--- config.mk ---
export PLATFORM = sky130hd
export DESIGN_NAME = hs_channel_arbiter_flat
export DESIGN_NICKNAME = d
export VERILOG_FILES = /design/src/rtl/hs_channel_arbiter_if.sv /design/src/rtl/hs_channel_arbiter.sv /design/src/flat_wrapper.sv
export SDC_FILE = /design/constraint.sdc
export NUM_CORES = 1
export LEC_CHECK = 0
export ABC_CLOCK_PERIOD_IN_PS = 2300
export CELL_PAD_IN_SITES_DETAIL_PLACEMENT = 0
export CELL_PAD_IN_SITES_GLOBAL_PLACEMENT = 2
export CORE_MARGIN = 2
export CORE_UTILIZATION = 29
export CTS_CLUSTER_DIAMETER = 80
export DETAILED_ROUTE_END_ITERATION = 16
export HOLD_SLACK_MARGIN = 0.03
export PLACE_DENSITY = 0.87
export REMOVE_ABC_BUFFERS = 1
export SLEW_MARGIN = 20
export SYNTH_ARGS = -nofsm -noshare
export SYNTH_HDL_FRONTEND = slang
export SYNTH_SLANG_ARGS = --single-unit
export TNS_END_PERCENT = 50
--- constraint.sdc ---
create_clock -name clk -period 2.3 [get_ports clk]
set_clock_uncertainty 0.15 [all_clocks]
set_input_delay 0.46 -clock clk [delete_from_list [all_inputs] [get_ports clk]]
set_output_delay 0.46 -clock clk [all_outputs]
set_load 0.02 [all_outputs]
--- src/rtl/hs_channel_arbiter_if.sv ---
// Bundle between the matrix requesters, the arbiter and the CLK1->CLK2 handshake synchronizer.
// The arbiter uses the slave view; the requester/synchronizer side uses the master view.
interface hs_channel_arbiter_if #(
  parameter int unsigned NREQ = 2,
  parameter int unsigned DW   = 8
);
  logic [NREQ-1:0]    req;
  logic [NREQ*DW-1:0] req_din;
  logic [NREQ-1:0]    req_ack;
  logic [NREQ-1:0]    grant;
  logic               out_idle;
  logic               handshake_sready;
  logic [DW-1:0]      handshake_din;
  logic               burst_done;
  logic               burst_abort;

  modport slave (
    input  req, req_din, out_idle,
    output req_ack, grant, handshake_sready, handshake_din, burst_done, burst_abort
  );

  modport master (
    output req, req_din, out_idle,
    input  req_ack, grant, handshake_sready, handshake_din, burst_done, burst_abort
  );
endinterface

--- src/rtl/hs_channel_arbiter.sv ---
// Round-robin burst arbiter sharing one CLK1->CLK2 handshake synchronizer among NREQ sources.
// The owner keeps the channel for BURST_LEN words; each word runs LOAD/WAIT_IDLE/SEND/GUARD.
module hs_channel_arbiter #(
  parameter int unsigned NREQ      = 2,
  parameter int unsigned DW        = 8,
  parameter int unsigned BURST_LEN = 16,
  parameter int unsigned GUARD     = 2   // must be >= 1
) (
  input logic                 clk,
  input logic                 rst_n,
  hs_channel_arbiter_if.slave bus
);

  localparam int unsigned IW  = (NREQ > 1) ? $clog2(NREQ) : 1;
  localparam int unsigned WCW = $clog2(BURST_LEN + 1);
  localparam int unsigned GCW = $clog2(GUARD + 1);

  typedef enum logic [2:0] {StIdle, StLoad, StWaitIdle, StSend, StGuard} state_e;

  state_e          state_q;
  logic [NREQ-1:0] grant_q;
  logic [IW-1:0]   owner_q;
  logic [IW-1:0]   rr_ptr_q;
  logic [WCW-1:0]  word_cnt_q;
  logic [GCW-1:0]  guard_cnt_q;
  logic [DW-1:0]   din_q;
  logic            sready_q;
  logic            done_q;

  logic [IW-1:0]   pick;
  logic [IW-1:0]   next_ptr;
  logic [DW-1:0]   owner_din;
  logic            owner_req;

  // First requester at or after rr_ptr, modulo NREQ.
  always_comb begin : p_pick
    int unsigned j;
    logic        found;
    pick  = '0;
    found = 1'b0;
    for (int unsigned i = 0; i < NREQ; i++) begin
      j = int'(rr_ptr_q) + i;
      if (j >= NREQ) j = j - NREQ;
      if (!found && bus.req[IW'(j)]) begin
        pick  = IW'(j);
        found = 1'b1;
      end
    end
  end

  always_comb begin
    owner_din = '0;
    for (int unsigned i = 0; i < NREQ; i++) begin
      if (owner_q == IW'(i)) owner_din = bus.req_din[i*DW +: DW];
    end
  end

  assign owner_req = |(grant_q & bus.req);
  assign next_ptr  = (owner_q == IW'(NREQ - 1)) ? '0 : owner_q + IW'(1);

  always_ff @(posedge clk or negedge rst_n) begin
    if (!rst_n) begin
      state_q     <= StIdle;
      grant_q     <= '0;
      owner_q     <= '0;
      rr_ptr_q    <= '0;
      word_cnt_q  <= '0;
      guard_cnt_q <= '0;
      din_q       <= '0;
      sready_q    <= 1'b0;
      done_q      <= 1'b0;
    end else begin
      sready_q <= 1'b0;
      done_q   <= 1'b0;
      case (state_q)
        StIdle: begin
          if (|bus.req) begin
            owner_q    <= pick;
            grant_q    <= NREQ'(1) << pick;
            word_cnt_q <= '0;
            state_q    <= StLoad;
          end
        end
        StLoad: begin
          if (owner_req) begin
            din_q   <= owner_din;
            state_q <= StWaitIdle;
          end else begin
            grant_q  <= '0;
            rr_ptr_q <= next_ptr;
            din_q    <= '0;
            state_q  <= StIdle;
          end
        end
        StWaitIdle: begin
          if (bus.out_idle) begin
            sready_q <= 1'b1;
            state_q  <= StSend;
          end
        end
        StSend: begin
          word_cnt_q  <= word_cnt_q + WCW'(1);
          guard_cnt_q <= GCW'(GUARD);
          state_q     <= StGuard;
        end
        StGuard: begin
          // out_idle still reflects the previous word until the synchronizer catches up.
          if (guard_cnt_q <= GCW'(1)) begin
            if (word_cnt_q == WCW'(BURST_LEN)) begin
              done_q   <= 1'b1;
              grant_q  <= '0;
              rr_ptr_q <= next_ptr;
              din_q    <= '0;
              state_q  <= StIdle;
            end else begin
              state_q <= StLoad;
            end
          end else begin
            guard_cnt_q <= guard_cnt_q - GCW'(1);
          end
        end
        default: state_q <= StIdle;
      endcase
    end
  end

  assign bus.grant            = grant_q;
  assign bus.handshake_sready = sready_q;
  assign bus.handshake_din    = din_q;
  assign bus.burst_done       = done_q;
  assign bus.req_ack          = (state_q == StLoad) ? (grant_q & bus.req) : '0;
  assign bus.burst_abort      = (state_q == StLoad) && !owner_req;

endmodule
--- src/flat_wrapper.sv ---
// flat-port wrapper written by rule: the top's interface ports become plain ports
module hs_channel_arbiter_flat 
#(
  parameter int unsigned NREQ      = 2,
  parameter int unsigned DW        = 8,
  parameter int unsigned BURST_LEN = 16,
  parameter int unsigned GUARD     = 2                  
)
  (clk, rst_n, bus_req, bus_req_din, bus_out_idle, bus_req_ack, bus_grant, bus_handshake_sready, bus_handshake_din, bus_burst_done, bus_burst_abort);
  hs_channel_arbiter_if #(.NREQ(NREQ), .DW(DW)) bus_i ();
  input logic clk;
  input logic rst_n;
  input wire logic [$bits(bus_i.req)-1:0] bus_req;
  input wire logic [$bits(bus_i.req_din)-1:0] bus_req_din;
  input wire logic [$bits(bus_i.out_idle)-1:0] bus_out_idle;
  output wire logic [$bits(bus_i.req_ack)-1:0] bus_req_ack;
  output wire logic [$bits(bus_i.grant)-1:0] bus_grant;
  output wire logic [$bits(bus_i.handshake_sready)-1:0] bus_handshake_sready;
  output wire logic [$bits(bus_i.handshake_din)-1:0] bus_handshake_din;
  output wire logic [$bits(bus_i.burst_done)-1:0] bus_burst_done;
  output wire logic [$bits(bus_i.burst_abort)-1:0] bus_burst_abort;
  assign bus_i.req = bus_req;
  assign bus_i.req_din = bus_req_din;
  assign bus_i.out_idle = bus_out_idle;
  assign bus_req_ack = bus_i.req_ack;
  assign bus_grant = bus_i.grant;
  assign bus_handshake_sready = bus_i.handshake_sready;
  assign bus_handshake_din = bus_i.handshake_din;
  assign bus_burst_done = bus_i.burst_done;
  assign bus_burst_abort = bus_i.burst_abort;
  hs_channel_arbiter #(.NREQ(NREQ), .DW(DW), .BURST_LEN(BURST_LEN), .GUARD(GUARD)) u_core (.clk(clk), .rst_n(rst_n), .bus(bus_i));
endmodule
## Word level (Yosys, flattened, before mapping)

Index checks and enable logic that the tools add are counted.

- Register bits: 24
- Input port bits: 21
- Output and inout bits: 15
- Logic and storage cells: 91

- Add/sub/neg operators: 6
- Order comparisons: 5
- Equal/unequal tests: 11
- Shift-type cells: 1
- Multiplexer cells: 40
- Bitwise gates (word level): 1
- Reductions and logical operators: 18

Operators with widths:

| kind | count |
|---|---|
| 8-bit two-way mux | 4 |
| 1-bit two-way mux | 19 |
| 8-bit one-hot mux with 2 select lines | 1 |
| 3-bit one-hot mux with 5 select lines | 1 |
| 2-bit two-way mux | 7 |
| 5-bit one-hot mux with 2 select lines | 1 |
| 3-bit two-way mux | 3 |
| 3-bit by 2-bit == test with 1-bit output, second input constant | 2 |
| 2-bit by 1-bit inequality test with 1-bit output, second input constant | 3 |
| 2-bit inequality test, second input constant | 3 |
| 2-bit one-hot mux with 3 select lines | 1 |
| 2-bit AND reduction | 3 |
| 3-bit AND reduction | 2 |
| 2-bit nonzero test | 3 |
| 5-bit by 1-bit adder with 5-bit output, second input constant | 1 |
| 5-bit == test, second input constant | 1 |
| 5-bit two-way mux | 1 |
| 5-bit AND reduction | 1 |
| 1-bit by 2-bit less-than comparator with 1-bit output, second input constant | 2 |
| 2-bit one-hot mux with 2 select lines | 1 |
| 4-bit AND reduction | 1 |
| 2-bit OR reduction | 2 |
| 3-bit by 1-bit == test with 1-bit output, second input constant | 1 |
| 3-bit == test, second input constant | 1 |
| 14 further kinds | 17 |

## Logic depth before layout (Yosys ltp)

Gate-level depths: netlist (run 1).

- Depth after elaboration: 11
- Depth in mapped cells: 7
- Gate-level depth less buffers: 6

## Worst setup path before layout (run 1)

OpenSTA, ideal clock, no wires.

- Path kind: register to output
- Start point: reg u_core.state_q[2]
- End point: out bus_burst_abort
- Arrival time: 1.228 ns
- Data required time: 1.690 ns
- Setup slack: 0.462 ns
- Cell stages (with the launch flop): 4
- Path buffers: 1
- Path through: dfrtp_1 -> clkbuf_1 -> nand2b_1 -> nor3_1

- Longest elaborated chain between the ends: 2

RTL lines:

| what | RTL line | RTL |
|---|---|---|
| start: declaration | hs_channel_arbiter.sv:20 | `state_e state_q;` |
| start signal: assignment | hs_channel_arbiter.sv:63 | `state_q <= StIdle;` |
| start signal: assignment | hs_channel_arbiter.sv:81 | `state_q <= StLoad;` |
| start signal: assignment | hs_channel_arbiter.sv:87 | `state_q <= StWaitIdle;` |
| 3-bit by 1-bit == test with 1-bit output | hs_channel_arbiter.sv:132 | `assign bus.burst_abort = (state_q == StLoad) && !owner_req;` |
| 1-bit logical AND | hs_channel_arbiter.sv:132 |  |
| end: declaration | flat_wrapper.sv:21 | `output wire logic [$bits(bus_i.burst_abort)-1:0] bus_burst_abort;` |

Every way passes these cells.

## Worst setup path after layout (run 1)

- Start point: in bus_req[1]
- End point: out bus_burst_abort

- Longest elaborated chain between the ends: 4

RTL lines:

| what | RTL line | RTL |
|---|---|---|
| start: declaration | flat_wrapper.sv:13 | `input wire logic [$bits(bus_i.req)-1:0] bus_req;` |
| 2-bit AND | hs_channel_arbiter.sv:58 | `assign owner_req = \|(grant_q & bus.req);` |
| 2-bit OR reduction | hs_channel_arbiter.sv:58 |  |
| 1-bit logical NOT | hs_channel_arbiter.sv:132 |  |
| 1-bit logical AND | hs_channel_arbiter.sv:132 |  |

Every way passes these cells.

==> impl_metrics.py, run 1 <==
metrics = {
    "yosys": {
        "ys_ff_latch": 24,
        "yosysTopAreaCellShare_pct": 47.8,
        "synth_top_area_cell": "dfrtp_1",
        "ys_top_cells_by_area": "dfrtp_1 48%, mux2i_1 7.2%, o2bb2ai_1 5.6%",
        "yosys.cell_types.count": 34,
        "synth_area_per_cell_sq_um": 10.6,
        "yosysWarnings": 0,
        "syn_inst": 119,
        "syn_area_sq_um": 1260,
        "yosysSeqAreaShare_pct": 47.8,
    },
    "power_and_ir_drop": {
        "clockPowerShare_pct": 18.1,
        "totalPowerFinal_mw": 2.05,
        "p_leak_nw": 0.802,
        "sequentialPowerShare_pct": 33.8,
        "switching_share_pct": 37.2,
        "vdd_drop_max_mv": 0.511,
        "power_frac_comb_pct": 48.1,
        "p_sw_mw": 0.760,
        "power.density_nw_per_um2": 1160,
        "cell_internal_pwr_mw": 1.29,
    },
    "finish": {
        "regArea_sq_um": 601,
        "fillers": 407,
        "drive_gt1_share_pct": 11.3,
        "final_cell_area_sq_um": 1770,
        "antenna_cells": 0,
        "final_core_util_pct": 43.2,
        "final_cells": 209,
        "nets": 184,
        "area_growth_syn_to_layout_pct": 40.5,
        "multi_input_area_sq_um": 603,
    },
    "sta": {
        "timing.final.crit_share_pct": 96.0,
        "slew_violations": 0,
        "rsz0062_at_grt": "false",
        "tightest_slew_ns": 0.508,
        "hold_violations": 0,
        "fin_crit_ns": 2.21,
        "whs_ns": 0.345,
        "postLayoutSetupSlackWorst_ns": 0.0931,
        "setup_viol": 0,
        "fmax_ghz": 0.453,
        "slew_headroom_pct": 66.1,
        "fin_setup_tns_ns": 0,
    },
    "worst_setup_path": {
        "path_delay_family": "buffers and inverters",
        "cp_num_buf_inv": 2,
        "end_kind": "primary output",
        "reg2reg_slack_ns": 0.45,
        "worstPathCellList": "clkdlybuf4s50_1 > a22o_1 > nor3_1 > dlygate4sd2_1",
        "crit_type": "primary input to primary output",
        "max_stage_delay_ns": 0.42,
        "required_ns": 1.69,
        "arrival_ns": 1.60,
        "start_kind": "primary input",
        "crit_slowest_cell": "clkdlybuf4s50_1",
        "crit_fanout": 2,
    },
    "floorplan": {
        "pin_count": 36,
        "start_util_pct": 30.8,
        "die-area_sq_um": 4880,
        "num_rows": 23,
        "die_y_um": 69.9,
        "core_area_sq_um": 4090,
        "die_x_um": 69.9,
    },
    "clocking": {
        "cts_tree": "built",
        "cts_max_level": 1,
        "cts_root_buf": "clkbuf_8",
        "cts.sinks": 24,
        "postCtsSetupBuffers": 0,
        "insertion_delay_ns": 0.27,
        "path_clk_slew_ns": 0.09,
        "cts_max_path_buffers": 2,
        "cts_made_buffers": 3,
        "cts.hold.buffers_added": 0,
    },
    "drt": {
        "postRouteAntennaNets": 0,
        "drtPass1Iterations": 4,
        "drt_iter0_markers": 22,
        "drt_wl_total_um": 2840,
        "route.vias.total": 1044,
        "drc": 0,
        "vias_per_cell": 5.00,
        "wl_per_cell_um": 13.6,
    },
    "placement": {
        "dpl.hpwl_um": 2190,
        "portBuffers": 35,
        "pre_cts_ws_ns": -0.207,
        "dp.cells": 205,
        "gp_congestion": 0.735,
        "dpl_cell_area_sq_um": 1700,
    },
    "global_routing": {
        "grt_max_degree": 25,
        "overflow": 0,
        "grtUsageTotal_pct": 12.3,
        "grt_pass1_wl_um": 4840,
        "antenna_found_initial": 0,
        "grt_pass1_vias": 1049,
    },
    "worst_hold_path": {
        "holdCritPathClass": "flip-flop to flip-flop",
    },
    "flow_run": {
        "cap_violations": 0,
    },
    "status": {
        "status": "complete, no violations",
    },
}
sequential cells by signal, indices dropped and copies added (netlist names):
| signal | flops |
|---|---|
| u_core.bus.grant | 2 |
| u_core.owner_q | 1 |
| u_core.guard_cnt_q | 2 |
| u_core.state_q | 3 |
| u_core.bus.handshake_sready | 1 |
| u_core.bus.burst_done | 1 |
| u_core.bus.handshake_din | 8 |
| u_core.rr_ptr_q | 1 |
| u_core.word_cnt_q | 5 |
final timing paths:
kind,start,endpoint,cells after the start
max,bus_req[1],bus_burst_abort,4
min,u_core.bus.handshake_din[5],u_core.bus.handshake_din[5],1
max reg2reg,u_core.bus.grant[0],u_core.bus.grant[0],5
min reg2reg,u_core.bus.handshake_din[5],u_core.bus.handshake_din[5],1
max in group asynchronous,rst_n,u_core.state_q[1],2
min in group asynchronous,rst_n,u_core.bus.burst_done,2
timing repair:
action,CTS,global route
setup endpoints to repair,3,0
hold endpoints to repair,0,0
gates resized for setup,3,0
worst register-to-register path, stage by stage, from the launching register on:
cell     delay [ns]
dfrtp_1        0.42
a22o_1         0.22
buf_4          0.14
a211o_1        0.29
a21oi_2        0.18
mux2_2         0.34
kinds of logic (layout without fill, tap and decap cells):
group / count (synthesis) / count (layout) / synth area share (%)
fa+ha+maj: 3 / 3 / 2.99
flops: 24 / 24 / 47.8
xor+xnor: 2 / 2 / 1.39
mux: 12 / 12 / 9.85
buf+inv: 13 / 53 / 4.28
compound gates: 30 / 30 / 17.7
simple gates: 35 / 35 / 16.0
power by group through the flow:
stage               registers, mW  logic [mW]  clock network, mW
floorplan                   0.805       0.474                  0
global placement            0.696       0.983                  0
detailed placement          0.704        1.00                  0
CTS                         0.696       0.993              0.381
global route                0.718        1.08              0.399
finish                      0.692       0.984              0.369
layout make-up:
cell class / count / area share (%)
clock buffers: 3 / 2.34
clock inverters: 1 / 1.70
inverters: 6 / 1.27
multi-input cells: 82 / 34.1
flip-flops and latches: 24 / 34.0
well taps: 50 / 3.54
repair buffers: 43 / 23.0
placed cells by master (no fill, tap or decap), types with 4 or more instances in the layout:
master           instances
clkdlybuf4s50_1         32
dfrtp_1                 24
mux2i_1                  9
o2bb2ai_1                8
buf_4                    8
inv_1                    6
nand2_1                  6
nor2_1                   5
a22o_1                   4
o21ai_0                  4
a21oi_1                  4
per-layer routing:
metal  share of wire (%)  global-route usage, %
met1                  43                   14.5
met2                  51                   22.1
met3                 4.7                   3.61
met4                0.28                   2.56
met5                   0                      0
synthesized netlist by cell type:
library cell,number
o22ai_1,1
buf_2,4
a211o_1,2
a22o_1,4
or2_1,1
o31ai_1,3
a21oi_2,1
nand2_1,6
dfrtp_1,24
nor3_1,3
nand4b_1,2
a21o_1,1
nand3b_1,2
mux2_2,3
nand3_1,3
nand2b_1,3
o2bb2ai_1,8
ha_1,3
nor4bb_1,1
o21ai_0,4
or3_1,3
and3_1,3
or2_0,1
xnor2_1,2
inv_1,6
nor2_1,5
or2_2,1
a21oi_1,4
and4bb_2,1
o21a_1,1
a22oi_1,1
mux2i_1,9
buf_1,1
clkbuf_1,2
Power figures use the tool's default switching activity.
==> run 2, diff against run 1 <==
--- a/config.mk
+++ b/config.mk
@@ -13,7 +13,7 @@
 export CTS_CLUSTER_DIAMETER = 80
 export DETAILED_ROUTE_END_ITERATION = 16
 export HOLD_SLACK_MARGIN = 0.03
-export PLACE_DENSITY = 0.87
+export PLACE_DENSITY_LB_ADDON = 0.1
 export REMOVE_ABC_BUFFERS = 1
 export SLEW_MARGIN = 20
 export SYNTH_ARGS = -nofsm -noshare
==> impl_metrics.py, run 2 (same netlist as run 1, synthesis figures left out) <==
metrics = {
    "sta": {
        "fin_crit_ns": 2.15,
        "setup_viol": 0,
        "tightest_slew_ns": 0.494,
        "hold_violations": 0,
        "fin_setup_tns_ns": 0,
        "timing.final.crit_share_pct": 93.7,
        "fmax_ghz": 0.464,
        "slew_headroom_pct": 67.1,
        "rsz0062_at_grt": "false",
        "slew_violations": 0,
    },
    "clocking": {
        "cts.sinks": 24,
        "cts_made_buffers": 3,
        "insertion_delay_ns": 0.27,
        "cts_root_buf": "clkbuf_8",
        "cts_max_level": 1,
        "cts_max_path_buffers": 2,
        "postCtsSetupBuffers": 0,
        "path_clk_slew_ns": 0.08,
        "cts_tree": "built",
    },
    "floorplan": {
        "pin_count": 36,
        "start_util_pct": 30.8,
        "num_rows": 23,
        "die_x_um": 69.9,
        "die-area_sq_um": 4880,
        "die_y_um": 69.9,
        "core_area_sq_um": 4090,
    },
    "worst_hold_path": {
        "holdCritPathClass": "flip-flop to flip-flop",
    },
    "worst_setup_path": {
        "crit_type": "primary input to primary output",
        "arrival_ns": 1.54,
        "reg2reg_slack_ns": 0.42,
        "max_stage_delay_ns": 0.49,
        "required_ns": 1.69,
        "crit_slowest_cell": "clkdlybuf4s50_1",
        "end_kind": "primary output",
        "crit_fanout": 5,
        "worstPathCellList": "clkdlybuf4s50_1 > buf_4 > and3_1 > dlygate4sd2_1",
        "start_kind": "primary input",
    },
    "drt": {
        "drt_iter0_markers": 38,
        "vias_per_cell": 5.02,
        "drtPass1Iterations": 4,
        "postRouteAntennaNets": 0,
        "wl_per_cell_um": 14.0,
        "drt_wl_total_um": 2930,
        "drc": 0,
        "route.vias.total": 1050,
    },
    "finish": {
        "fillers": 412,
        "largest_reg_flops": 8,
        "nets": 184,
        "antenna_cells": 0,
        "final_common_cell": "clkdlybuf4s50_1",
        "multi_input_area_sq_um": 603,
        "final_cell_mix": "32 x clkdlybuf4s50_1, 24 x dfrtp_1, 9 x mux2i_1, 8 x o2bb2ai_1, 8 x buf_4",
        "drive_gt1_share_pct": 11.9,
        "final_cells": 209,
        "area_growth_syn_to_layout_pct": 40.2,
        "regArea_sq_um": 601,
    },
    "power_and_ir_drop": {
        "vdd_drop_max_mv": 0.550,
        "p_leak_nw": 0.799,
        "power.density_nw_per_um2": 1160,
    },
    "global_routing": {
        "grt_pass1_wl_um": 5270,
        "grt_pass1_vias": 1118,
        "overflow": 0,
        "grtUsageTotal_pct": 13.3,
        "grt_max_degree": 25,
        "antenna_found_initial": 0,
    },
    "placement": {
        "portBuffers": 35,
        "dpl.hpwl_um": 2190,
        "dp.cells": 205,
        "gp_congestion": 0.758,
    },
    "status": {
        "status": "complete, no violations",
    },
    "flow_run": {
        "cap_violations": 0,
    },
}
[run 2: worst paths after layout]
kind,start,endpoint,cells after the start
min in group asynchronous,rst_n,u_core.bus.handshake_din[4],2
worst max-delay path,bus_req[1],bus_req_ack[1],4
worst min-delay path,u_core.bus.handshake_din[2],u_core.bus.handshake_din[2],1
worst max register to register,u_core.word_cnt_q[0],u_core.bus.grant[0],6
max in group asynchronous,rst_n,u_core.rr_ptr_q,2
worst min register to register,u_core.bus.handshake_din[2],u_core.bus.handshake_din[2],1
[run 2: power breakdown]
| part | switching [mW] | total [mW] | internal, mW | leakage, nW |
|---|---|---|---|---|
| Clock | 0.144 | 0.377 | 0.233 | 0.0357 |
| Sequential | 0.125 | 0.687 | 0.562 | 0.317 |
| Combinational | 0.494 | 0.983 | 0.489 | 0.447 |
| Total | 0.763 | 2.05 | 1.28 | 0.799 |
[run 2: timing repair]
action | 4_1_cts | 5_1_grt
resized for setup | 3 | 3
endpoints found under the setup margin | 3 | 1
cloned | 0 | 0
hold buffers | 0 | 0
[run 2: metal layers]
| layer | global-route usage (%) | part of all wire [%] |
|---|---|---|
| met2 | 21.4 | 47 |
| met5 | 0 | 0 |
| met3 | 4.18 | 5.9 |
| met1 | 17.5 | 46 |
| met4 | 3.21 | 0.58 |
[run 2: worst max-delay path, delay by kind of cell]
| family | cells | cell delay (ns) |
|---|---|---|
| simple gates | 1 | 0.14 |
| buf+inv | 3 | 0.95 |
[run 2: cell type report]
| class | count | share of cell area (%) |
|---|---|---|
| timing repair buffer | 43 | 22.9 |
| inverter | 6 | 1.28 |
| tap | 50 | 3.55 |
| sequential | 24 | 34.1 |
| multi-input combinational | 82 | 34.2 |
| clock inverter | 1 | 1.70 |
| clock buffer | 3 | 2.34 |
[run 2: metrics by stage]
stage | instance area [sq um] | hold WS [ns] | utilization, % | setup slack, ns | power [mW]
6_report | 1760 | 0.344 | 43.1 | 0.146 | 2.05
5_1_grt | 1760 | 0.363 | 43.1 | 0.0184 | 2.21
4_1_cts | 1770 | 0.351 | 43.2 | 0.0457 | 2.08
3_5_place_dp | 1700 | 0.327 | 41.6 | -0.219 | 1.70
3_3_place_gp | 1700 | 0.323 | 41.6 | -0.227 | 1.70
2_1_floorplan | 1230 | 0.0144 | - | 0.428 | 1.28
